$ cat src/rtl/nor_reduce_seq.sv
// Multi-cycle NOR reduction: scans the captured operand CHUNK bits per cycle,
// reporting Y = (operand == 0) and the index of the lowest set bit.
module nor_reduce_seq #(
    parameter int WIDTH  = 32,
    parameter int CHUNK  = 8,
    localparam int NCHUNK = (WIDTH + CHUNK - 1) / CHUNK,
    localparam int IW     = (WIDTH > 1) ? $clog2(WIDTH) : 1
) (
    input  logic             clk,
    input  logic             rst,
    input  logic [WIDTH-1:0] a,
    input  logic             start,
    output logic             busy,
    output logic             done,
    output logic             y,
    output logic [IW-1:0]    idx
);

    localparam int KW = (NCHUNK > 1) ? $clog2(NCHUNK) : 1;
    localparam int CW = (CHUNK > 1) ? $clog2(CHUNK) : 1;
    localparam int PW = NCHUNK * CHUNK;

    typedef enum logic [1:0] {
        ST_IDLE,
        ST_SCAN,
        ST_DONE
    } state_t;

    state_t           state_reg;
    logic [WIDTH-1:0] op_reg;
    logic [KW-1:0]    k_reg;
    logic             y_reg;
    logic [IW-1:0]    idx_reg;

    logic [PW-1:0]    padded;
    logic [CHUNK-1:0] chunk_arr [NCHUNK];
    logic [CHUNK-1:0] chunk_sel;
    logic [CW-1:0]    pos;
    logic             hit;
    logic             k_last;
    logic [IW-1:0]    hit_idx;

    // Positions beyond WIDTH in the last chunk read as zero.
    genvar gi;
    generate
        for (gi = 0; gi < PW; gi++) begin : g_pad
            if (gi < WIDTH) begin : g_bit
                assign padded[gi] = op_reg[gi];
            end else begin : g_zero
                assign padded[gi] = 1'b0;
            end
        end
        for (gi = 0; gi < NCHUNK; gi++) begin : g_chunk
            assign chunk_arr[gi] = padded[gi*CHUNK +: CHUNK];
        end
    endgenerate

    always_comb begin
        chunk_sel = '0;
        for (int i = 0; i < NCHUNK; i++) begin
            if (k_reg == KW'(i)) begin
                chunk_sel = chunk_arr[i];
            end
        end
    end

    // Descending scan so the lowest set position wins.
    always_comb begin
        pos = '0;
        for (int i = CHUNK - 1; i >= 0; i--) begin
            if (chunk_sel[i]) begin
                pos = CW'(i);
            end
        end
    end

    assign hit     = |chunk_sel;
    assign k_last  = (k_reg == KW'(NCHUNK - 1));
    assign hit_idx = IW'(32'(k_reg) * 32'(CHUNK) + 32'(pos));

    always_ff @(posedge clk or posedge rst) begin
        if (rst) begin
            state_reg <= ST_IDLE;
            op_reg    <= '0;
            k_reg     <= '0;
            y_reg     <= 1'b1;
            idx_reg   <= '0;
        end else begin
            case (state_reg)
                ST_IDLE: begin
                    if (start) begin
                        op_reg    <= a;
                        k_reg     <= '0;
                        state_reg <= ST_SCAN;
                    end
                end
                ST_SCAN: begin
                    if (hit) begin
                        y_reg     <= 1'b0;
                        idx_reg   <= hit_idx;
                        state_reg <= ST_DONE;
                    end else if (k_last) begin
                        y_reg     <= 1'b1;
                        idx_reg   <= '0;
                        state_reg <= ST_DONE;
                    end else begin
                        k_reg <= k_reg + 1'b1;
                    end
                end
                ST_DONE: begin
                    if (start) begin
                        op_reg    <= a;
                        k_reg     <= '0;
                        state_reg <= ST_SCAN;
                    end else begin
                        state_reg <= ST_IDLE;
                    end
                end
                default: state_reg <= ST_IDLE;
            endcase
        end
    end

    assign busy = (state_reg == ST_SCAN);
    assign done = (state_reg == ST_DONE);
    assign y    = y_reg;
    assign idx  = idx_reg;

endmodule

$ cat config.mk
export PLATFORM = sky130hd
export DESIGN_NAME = nor_reduce_seq
export DESIGN_NICKNAME = d
export VERILOG_FILES = /design/src/rtl/nor_reduce_seq.sv
export SDC_FILE = /design/constraint.sdc
export NUM_CORES = 1
export LEC_CHECK = 0
export ABC_AREA = 1
export BUFFER_PORTS_ARGS = -buffer_cell sky130_fd_sc_hd__buf_2
export CAP_MARGIN = 15
export CORE_UTILIZATION = 35
export DETAILED_ROUTE_END_ITERATION = 6
export GPL_TIMING_DRIVEN = 0
export PLACE_DENSITY = 0.56
export SETUP_SLACK_MARGIN = 0.1
export SYNTH_ARGS = -nofsm -noshare
export SYNTH_HDL_FRONTEND = slang
export SYNTH_SLANG_ARGS = --single-unit
$ cat constraint.sdc
create_clock -name clk -period 3.2 [get_ports clk]
set_clock_uncertainty 0.1 [all_clocks]
set_input_delay 0.16 -clock clk [delete_from_list [all_inputs] [get_ports clk]]
set_output_delay 0.16 -clock clk [all_outputs]
set_load 0.02 [all_outputs]
==> run summary <==
WORST SETUP PATH
-------------------------------------------------------------------------------------
Library cell appearing most often on the critical path                        nand2_1
Type of the worst setup path                                             flop to flop
Required @ worst endpoint                                                     3.29 ns
Largest incremental delay on the critical path                                0.41 ns
R2r worst-path depth                                                               13
Reg2Reg Setup Slack                                                           0.99 ns
CP startpoint kind                                                               flop
Cell type of the slowest stage on the worst timing path                       dfrtp_1
Cell family contributing the most delay on the critical path             simple AND/OR/NAND/NOR gates
Worst path cell trace                                                    inv_1 -> ha_1 -> buf_6 -> a21oi_1 -> nand2_1 -> nand2_1 -> nand2_1 -> nor2_1 -> nand3_1 -> nor2_2 -> nand2_1 -> nand3_1 -> nand2_1
Cell count along the critical path                                                 13
Maximum fanout count along the critical path                                       10
CP Buf/Inv Count                                                                    2
Capturing element type of the critical path                                      flop
Arrival time at the worst endpoint                                            2.30 ns

STA
-------------------------------------------------------------------------------------
Part of the cycle the worst path needs                                          69.2%
Hold violation count in the final report                                            0
Worst-case hold slack                                                      0.00905 ns
Max-slew violation count                                                            0
Post-route worst setup slack                                                 0.986 ns
Achievable frequency                                                          452 MHz
Setup-violating endpoint count in the final report                                  0
Relative max-transition margin                                                  42.4%
Setup repair after global routing missed its margin                                no
Worst slew pin tran                                                          0.863 ns
Final TNS setup                                                                  0 ns
Minimum period implied by the final worst setup slack                         2.21 ns

DETAILED ROUTING
-------------------------------------------------------------------------------------
Via count                                                                        1677
Total met3 wirelength after detailed routing                                   139 um
Highest metal layer used by the detailed router                                  met4
Length of routed met2 wiring                                                  2050 um
Average wire length per cell after detail routing                             12.3 um
Met1 wire length                                                              2220 um
Count of unresolved DRC violations after routing                                    0
Count of routing violations after the opening detailed-route iteration             77
ANT nets after route                                                                0
Final WL                                                                      4460 um
Ratio of routed vias to standard cells                                           4.62
Drt pass-1 iters                                                                    4

CELLS AND AREA
-------------------------------------------------------------------------------------
Max reg flops                                                                      32
Layout cell share with drive strength beyond 1                                  33.3%
Net count reported at finish                                                      329
Antenna cells                                                                       0
Area growth from synthesis to layout                                            31.8%
Share of the core filled with cells                                             48.8%

PLACEMENT
-------------------------------------------------------------------------------------
Estimated wirelength of the detail-placed design                              3190 um
Number of buffer cells added on primary ports                                      42
Post-place setup slack                                                        1.04 ns
Gpl congestion                                                                  0.765

YOSYS
-------------------------------------------------------------------------------------
Most instantiated flip-flop cell in the synthesis netlist                     dfrtp_1
Yosys top cell by area                                                        dfrtp_1
Share of the synthesized area in the top cell type                              49.4%
Asr flop ratio synth                                                             100%
Largest cells by area after synthesis                                    dfrtp_1 (49%), mux2_2 (14%), nand2_1 (8.3%)
Synthesis-stage register bit count                                                 42
Synth Net Count                                                                   255
Count of different cell masters after synthesis                                    25
Most common library cells after synthesis                                nand2_1 (46), dfrtp_1 (41), mux2_2 (26), a21oi_1 (21), inv_1 (19)
Count leader, synth                                                           nand2_1
Yosys warning count                                                                 0
Sequential cell area fraction in the yosys report                               50.7%
Cell area after technology mapping                                           2080 um2
EDFF count, synth                                                                   0
Mapped Cells                                                                      216
Synthesized area per cell                                                    9.61 um2

FLOORPLANNING
-------------------------------------------------------------------------------------
Initial standard-cell utilization of the core                                   37.0%
I/O pin count                                                                      43
Overall die height                                                            79.0 um
Die area                                                                     6240 um2
X dimension of the die                                                        79.0 um
Core region area                                                             5610 um2
Number of rows in the core area                                                    27

HOLD PATH
-------------------------------------------------------------------------------------
Count of cells along the worst hold path                                            3
Type of the most critical hold path                                      input port to flop

GLOBAL ROUTING
-------------------------------------------------------------------------------------
Vias in the first global route                                                   1598
Total grt overflow                                                                  0
Maximum number of pins on one net before global-route repair                       43
Global-route wire length before repair                                        7690 um
Initial antenna violation count                                                     0
GRT Overall Usage                                                               16.2%

CLOCKING
-------------------------------------------------------------------------------------
Setup repair bufs after CTS                                                         0
Maximum clock path buffer count                                                     2
Clock Root Buffer                                                            clkbuf_8
Worst-skew pair later-pin latency                                             0.29 ns
CTS buffer count                                                                    5
Clock tree sinks                                                                   42
Clk slew on worst S/H paths                                                   0.08 ns
Clock tree from TritonCTS                                                         yes
H-tree Lvls                                                                         2

STATUS
-------------------------------------------------------------------------------------
Outcome                                                                  finished, final reports clean

POWER
-------------------------------------------------------------------------------------
Leakage dissipation                                                           1.36 nW
PD cells                                                                   481 nW/um2
IR Drop Worst-Case VDD                                                         227 uV

FLOW RUN
-------------------------------------------------------------------------------------
Max Cap Violations                                                                  0

-- metal layers --
metal,track usage (%),vias up
met5,0,-
met3,3.45,5
met4,4.36,0
met1,22.5,784
li1,-,856
met2,25.5,32
-- power breakdown --
group / total, mW / internal [mW] / switching (mW)
Combinational: 0.279 / 0.133 / 0.145
Sequential: 0.644 / 0.607 / 0.0366
Clock: 0.394 / 0.218 / 0.176
Total: 1.32 / 0.958 / 0.358
-- worst register-to-register path: stages, from the launching register on --
cell	delay [ns]
dfrtp_1	0.41
inv_1	0.12
ha_1	0.30
buf_6	0.17
a21oi_1	0.12
nand2_1	0.07
nand2_1	0.06
nand2_1	0.06
nor2_1	0.16
nand3_1	0.13
nor2_2	0.15
nand2_1	0.11
nand3_1	0.09
nand2_1	0.06
-- path summary, 6_finish.rpt --
check | startpoint | endpoint
hold / removal | a[21] | op_reg[21]
hold reg to reg | y | y
max in group asynchronous | rst | op_reg[13]
min in group asynchronous | rst | op_reg[30]
setup reg to reg | k_reg[0] | k_reg[1]
setup / recovery | k_reg[0] | k_reg[1]
-- cells by family after synthesis --
logic type,Yosys count,share of synthesized area [%]
compound gates,27,7.41
fa+ha+maj,4,2.41
buf+inv,29,6.27
flops,42,50.7
mux,26,14.1
simple gates,88,19.1
-- metrics by stage --
| stage | area [um2] | total power, mW | std cells |
|---|---|---|---|
| 2_1_floorplan | 2080 | 0.832 | 216 |
| 3_3_place_gp | 2380 | 0.907 | 330 |
| 3_5_place_dp | 2380 | 0.914 | 330 |
| 4_1_cts | 2740 | 1.34 | 363 |
| 5_1_grt | 2740 | 1.40 | 363 |
| 6_report | 2740 | 1.32 | 363 |
-- area by class of cell --
class                      count  area, um2
buffer                         9       55.1
clock buffer                   8        110
fill                         554       2870
inverter                      20       75.1
multi-input combinational    145        893
sequential                    42       1050
tap                           72       90.1
timing repair buffer          67        460
-- cells in the final DEF, fill, tap and decap left out --
cell           count
a21boi_2           2
a21oi_1           21
a21oi_2            1
a22oi_1            1
buf_1              2
buf_2             44
buf_4              3
buf_6              1
clkbuf_1           1
clkbuf_8           8
dfrtp_1           41
dfstp_2            1
dlygate4sd3_1     25
ha_1               4
inv_1             18
inv_2              2
mux2_2            26
nand2_1           46
nand2_2            3
nand2_4            1
nand3_1           18
nand4_2            1
nor2_1            15
nor2_2             3
nor3_4             1
o21ai_0            1
o21ai_1            1
-- repair_timing --
item / CTS / global route
hold buffers: 25 / 0
gates resized for setup: 0 / 0
endpoints found under the hold margin: 65 / 0
Power figures use the tool's default switching activity.
